==> config.mk <==
export PLATFORM = sky130hd
export DESIGN_NAME = display_scan_ctrl
export DESIGN_NICKNAME = d
export VERILOG_FILES = /design/src/rtl/display_pkg.sv /design/src/rtl/bin2bcd_seq.sv /design/src/rtl/display_scan_ctrl.sv
export SDC_FILE = /design/constraint.sdc
export NUM_CORES = 1
export LEC_CHECK = 0
export BUFFER_PORTS_ARGS = -buffer_cell sky130_fd_sc_hd__buf_2
export CAP_MARGIN = 20
export CORE_MARGIN = 1.5
export CORE_UTILIZATION = 55
export CTS_BUF_LIST = sky130_fd_sc_hd__clkbuf_4 sky130_fd_sc_hd__clkbuf_8
export CTS_CLUSTER_SIZE = 12
export DETAILED_ROUTE_END_ITERATION = 10
export PLACE_DENSITY = 0.75
export SLEW_MARGIN = 10
export SYNTH_ARGS = -nofsm -noshare
export SYNTH_HDL_FRONTEND = slang
export SYNTH_SLANG_ARGS = --single-unit
==> constraint.sdc <==
create_clock -name clk -period 3 [get_ports clk]
set_clock_uncertainty 0.1 [all_clocks]
set_input_delay 0.15 -clock clk [delete_from_list [all_inputs] [get_ports clk]]
set_output_delay 0.15 -clock clk [all_outputs]
set_load 0.05 [all_outputs]
==> src/rtl/display_pkg.sv <==
`default_nettype none
// ============================================================================
//  Module      : display_pkg
//  Description : Shared constants and types for the four-digit signed
//                seven-segment scan controller.
//  Revision    : 1.0 - initial release
// ============================================================================
package display_pkg;

    // Special digit codes understood by the seven-segment decoder
    localparam logic [3:0] DIG_BLANK = 4'd14;
    localparam logic [3:0] DIG_MINUS = 4'd15;

    // BCD nibble width and number of BCD digits produced by the converter
    localparam int BCD_W      = 4;
    localparam int BCD_DIGITS = 3;

    // Conversion control states
    typedef enum logic [1:0] {
        ST_IDLE = 2'd0,
        ST_CONV = 2'd1,
        ST_DONE = 2'd2
    } state_t;

endpackage : display_pkg
`default_nettype wire

==> src/rtl/bin2bcd_seq.sv <==
`default_nettype none
// ============================================================================
//  Module      : bin2bcd_seq
//  Description : Sequential double-dabble converter. Consumes one binary bit
//                per clock, MSB first, into three BCD nibbles.
//  Revision    : 1.0 - initial release
// ============================================================================
module bin2bcd_seq
    import display_pkg::*;
#(
    parameter int BIN_W = 10
) (
    input  logic                          clk,
    input  logic                          rst,
    input  logic                          start,
    input  logic [BIN_W-1:0]              bin,
    output logic                          busy,
    output logic [BCD_DIGITS*BCD_W-1:0]   bcd
);

    localparam int CNT_W   = $clog2(BIN_W + 1);
    localparam int BCD_TOT = BCD_DIGITS * BCD_W;

    logic [BIN_W-1:0]   r_bin;
    logic [BCD_TOT-1:0] r_bcd;
    logic [BCD_TOT-1:0] w_adj;
    logic [CNT_W-1:0]   r_cnt;

    // Add-3 correction on every nibble that would overflow past 9 when doubled
    for (genvar g = 0; g < BCD_DIGITS; g++) begin : g_adj
        assign w_adj[g*BCD_W +: BCD_W] =
            (r_bcd[g*BCD_W +: BCD_W] >= BCD_W'(5)) ?
            (r_bcd[g*BCD_W +: BCD_W] + BCD_W'(3)) :
             r_bcd[g*BCD_W +: BCD_W];
    end

    // Load on start, then shift one bit per cycle until BIN_W bits are consumed
    always_ff @(posedge clk) begin
        if (rst) begin
            r_bin <= '0;
            r_bcd <= '0;
            r_cnt <= '0;
        end else if (r_cnt != '0) begin
            r_bcd <= {w_adj[BCD_TOT-2:0], r_bin[BIN_W-1]};
            r_bin <= {r_bin[BIN_W-2:0], 1'b0};
            r_cnt <= r_cnt - CNT_W'(1);
        end else if (start) begin
            r_bin <= bin;
            r_bcd <= '0;
            r_cnt <= CNT_W'(BIN_W);
        end
    end

    assign busy = (r_cnt != '0);
    assign bcd  = r_bcd;

endmodule : bin2bcd_seq
`default_nettype wire

==> src/rtl/display_scan_ctrl.sv <==
`default_nettype none
// ============================================================================
//  Module      : display_scan_ctrl
//  Description : Captures a signed value, converts it to decimal digits and
//                time-multiplexes four digit slots to a seven-segment decoder.
//  Revision    : 1.0 - initial release
// ============================================================================
module display_scan_ctrl
    import display_pkg::*;
#(
    parameter int REFRESH_DIV = 100000,
    parameter int VAL_W       = 10
) (
    input  logic                    clk,
    input  logic                    rst,
    input  logic signed [VAL_W-1:0] value,
    input  logic                    load,
    output logic                    busy,
    output logic                    done,
    output logic [1:0]              en,
    output logic [3:0]              num
);

    localparam int CNT_W   = (REFRESH_DIV > 1) ? $clog2(REFRESH_DIV) : 1;
    localparam int BCD_TOT = BCD_DIGITS * BCD_W;

    state_t             r_state;
    logic               r_busy;
    logic               r_done;
    logic               r_sign;
    logic [3:0]         r_slot [4];
    logic [CNT_W-1:0]   r_refresh;
    logic [1:0]         r_en;

    logic [VAL_W-1:0]   w_val_u;
    logic [VAL_W-1:0]   w_mag;
    logic               w_start;
    logic               w_bb_busy;
    logic [BCD_TOT-1:0] w_bcd;
    logic [BCD_W-1:0]   w_hund;
    logic [BCD_W-1:0]   w_tens;
    logic [BCD_W-1:0]   w_ones;
    logic               w_wrap;

    // Magnitude as unsigned VAL_W bits; the most negative value maps cleanly
    // onto its own bit pattern (e.g. -512 -> 512).
    assign w_val_u = value;
    assign w_mag   = w_val_u[VAL_W-1] ? (~w_val_u + VAL_W'(1)) : w_val_u;
    assign w_start = (r_state == ST_IDLE) && load;

    bin2bcd_seq #(
        .BIN_W (VAL_W)
    ) u_bin2bcd (
        .clk   (clk),
        .rst   (rst),
        .start (w_start),
        .bin   (w_mag),
        .busy  (w_bb_busy),
        .bcd   (w_bcd)
    );

    assign w_hund = w_bcd[2*BCD_W +: BCD_W];
    assign w_tens = w_bcd[1*BCD_W +: BCD_W];
    assign w_ones = w_bcd[0*BCD_W +: BCD_W];

    // Conversion control; display slots change only on the CONV->DONE edge
    always_ff @(posedge clk) begin
        if (rst) begin
            r_state   <= ST_IDLE;
            r_busy    <= 1'b0;
            r_done    <= 1'b0;
            r_sign    <= 1'b0;
            r_slot[3] <= DIG_BLANK;
            r_slot[2] <= DIG_BLANK;
            r_slot[1] <= DIG_BLANK;
            r_slot[0] <= 4'd0;
        end else begin
            case (r_state)
                ST_IDLE: begin
                    if (load) begin
                        r_state <= ST_CONV;
                        r_busy  <= 1'b1;
                        r_sign  <= w_val_u[VAL_W-1];
                    end
                end
                ST_CONV: begin
                    if (!w_bb_busy) begin
                        r_state   <= ST_DONE;
                        r_done    <= 1'b1;
                        r_slot[3] <= r_sign ? DIG_MINUS : DIG_BLANK;
                        r_slot[2] <= (w_hund == '0) ? DIG_BLANK : w_hund;
                        r_slot[1] <= ((w_hund == '0) && (w_tens == '0)) ? DIG_BLANK : w_tens;
                        r_slot[0] <= w_ones;
                    end
                end
                ST_DONE: begin
                    r_state <= ST_IDLE;
                    r_busy  <= 1'b0;
                    r_done  <= 1'b0;
                end
                default: begin
                    r_state <= ST_IDLE;
                    r_busy  <= 1'b0;
                    r_done  <= 1'b0;
                end
            endcase
        end
    end

    assign w_wrap = (r_refresh == CNT_W'(REFRESH_DIV - 1));

    // Free-running refresh divider stepping the active digit slot
    always_ff @(posedge clk) begin
        if (rst) begin
            r_refresh <= '0;
            r_en      <= 2'd0;
        end else if (w_wrap) begin
            r_refresh <= '0;
            r_en      <= r_en + 2'd1;
        end else begin
            r_refresh <= r_refresh + CNT_W'(1);
        end
    end

    // Slot mux: purely combinational so a new slot and new digits align
    always_comb begin
        num = r_slot[r_en];
    end

    assign en   = r_en;
    assign busy = r_busy;
    assign done = r_done;

endmodule : display_scan_ctrl
`default_nettype wire

==> metrics.txt <==
Sequential Power Share=44.9%; Routed Wire Length=5830 microns; Worst Path Arrival=2.30 ns; fin worst setup slack=0.807 ns; number of diodes=0; Synth top area share=33.1%; Required @ worst endpoint=3.11 ns; Clk Latency, worst-skew pair=0.34 ns; site row count=27; most common cell after layout, fill and taps aside=dfxtp_1; pwr dens=686 nW/um^2; GP Congestion=0.869; VDD IR max=370 uV; critical path endpoint category=flip-flop; most frequent cells in the layout=52 x dfxtp_1, 33 x nor2_1, 20 x buf_2; setup slack, reg-to-reg=0.81 ns; critical path fanouts, max=17; Initial DRT Pass Iterations=4; hold buffers post-CTS=0; CTS tree=built; Post-Syn Nets=348; ys flop type=dfxtp_1; post-route ant nets=0; crit path time final=2.19 ns; post-cts resize count=0; RSZ-0062 raised after global routing=no; CTS root buffer=clkbuf_8; warnings from Yosys=0; Sw Ratio=32.9%; placed cells=406; DIE AREA=6180 sq um; status=complete, no violations; Synth area leaders=dfxtp_1 33%, edfxtp_1 12%, ha_1 4.0%; Core ar.=5510 sq um; max cap viols=0; Multi-input gate area=1590 sq um; clk slew on worst S/H paths=0.07 ns; DP Worst Slack=0.813 ns; Layout fillers=472; asr flop ratio synth=0%; worst r2r src=r_refresh[0]; FF-to-FF End=r_refresh[15]; DRC violations left=0; fmax=0.456 GHz; Post-Syn Area=3140 sq um; vias in the first global route=2,251; DRT iter0 DRCs=121; Reg area=1430 sq um; Worst Max-Slew Pin Slew=0.681 ns; initial antenna violation count=0; total track usage=21.2%; via/cell ratio=5.78; Post-synth EDFFs=13; Distinct cells, synth=58; register bit total from synthesis=65; total CTS buffers=9; beginning of the critical path=r_refresh[0]; maximum buffer depth of the clock tree=2; post-CTS repair timing setup buffer count=0; Logic pwr share=23.9%; Seq/Total Area, Yosys=45.5%; Slew Limit Fails=0; Synth area leader=dfxtp_1; Cells after Synth=325; clk sinks=65; Final Cycle Share=73.1%; Setup crit end=r_refresh[15]; Setup Total Neg Slack=0 ns; total power=0.00239 W; # port buffers=20; HP Class=in -> reg; largest net degree at the start of global routing=25; Die Height=78.6 microns; final routed wire length divided by cell count=13.8 microns; die width=78.6 microns; Fin. Hold Viols=0; CP startpoint kind=flip-flop; Rel. slew slack=54.4%; FF-to-FF path depth=5; IO Pins=21; P_sw=0.000784 W; clock power share=31.2%; Max H-tree Level=3; final setup violation count=0; fin cells=422; critical path class=reg -> reg; Initial Utilization=57.1%; fin nets=368; Overflow after GRT=0; area grow syn2layout=10.7%; leakage=1.28 nW; total number of vias=2,439; Syn Area/Cell=9.67 sq um; Power Internal=0.00160 W; first-pass GRT wire length=10,200 microns; Detailed Place HPWL=4200 microns; layout cells sized above 1=17.1%
==> worst min path at each step <==
stage | startpoint | endpoint | slack [ns] | cells after the start
2_1_floorplan | load | r_state[0] | 0.22 | 2
3_3_place_gp | r_sign | r_sign | 0.34 | 2
6_report | load | r_state[0] | 0.01 | 3
3_5_place_dp | r_sign | r_sign | 0.35 | 2
5_1_grt | load | r_state[0] | 0.03 | 3
4_1_cts | load | r_state[0] | 0.005 | 3
==> power groups by stage <==
stage                     logic [W]  clock network, W  registers, W
after floorplan            0.000428                 0       0.00109
after global placement     0.000566                 0       0.00109
after CTS                  0.000579          0.000758       0.00107
after detailed placement   0.000578                 0       0.00109
final                      0.000571          0.000744       0.00107
after global routing       0.000647          0.000800       0.00109
==> worst max-delay path, stage by stage (launching register included) <==
cell       delay, ns
dfxtp_1         0.42
ha_1            0.36
nand4bb_2       0.17
nor4_4          0.38
or2_1           0.51
nor2_1          0.11
==> per-stage QoR <==
step / area, sq um / util (%) / hold WS, ns
after floorplan: 3140 / - / 0.223
after global placement: 3280 / 59.5 / 0.343
after detailed placement: 3280 / 59.5 / 0.347
after CTS: 3480 / 63.2 / 0.00502
after global routing: 3480 / 63.2 / 0.0346
final: 3480 / 63.2 / 0.0145
==> sequential cells by signal (all words and copies together) (netlist names), named ones only <==
register and count:
r_refresh 17, u_bin2bcd.bcd 12, done 1, u_bin2bcd.r_cnt 4, en 2, r_slot 13, r_sign 1, r_state 2
u_bin2bcd.r_bin 10, busy 1
==> metal layers <==
layer / track usage (%) / routed length [microns] / vias up
met5: 0 / 0 / -
met1: 27.2 / 2720 / 1168
met3: 4.88 / 233 / 6
met4: 10.9 / 73 / 0
li1: - / - / 1209
met2: 33.3 / 2800 / 56
==> synth_stat cells, types with 2 or more instances <==
master,n
inv_1,15
a22oi_1,2
nand2b_1,6
o21ai_0,10
ha_1,10
o211ai_1,2
nand2_1,17
nor3b_1,2
and2_1,6
o221ai_1,5
a211oi_1,2
mux2_2,4
o22a_1,3
nor3_1,8
clkbuf_1,9
edfxtp_1,13
mux2i_1,3
o31ai_1,5
xor2_1,14
nor3b_2,2
nand3_1,18
or2_2,5
a22o_1,6
nor4_1,4
nand4_1,8
nor2_1,33
dfxtp_1,52
and3_1,3
a21oi_1,17
xnor2_1,12
or3_1,2
==> logic make-up after synthesis <==
group / after synthesis / synth area share (%)
AO/OA/AOI/OAI: 60 / 13.2
XOR/XNOR: 26 / 7.25
adder cells (fa/ha/maj): 10 / 3.98
buffers and inverters: 28 / 4.18
flip-flops: 65 / 45.5
multiplexers: 8 / 3.10
AND/OR/NAND/NOR: 128 / 22.8
==> cell type report <==
type	count	area share, %
clock buffers	11	4.17
multi-input cells	232	45.6
clock inverters	5	1.58
well taps	72	2.59
repair buffers	22	3.31
flip-flops and latches	65	41.2
inverters	15	1.62
(Power assumes the default switching activity.)
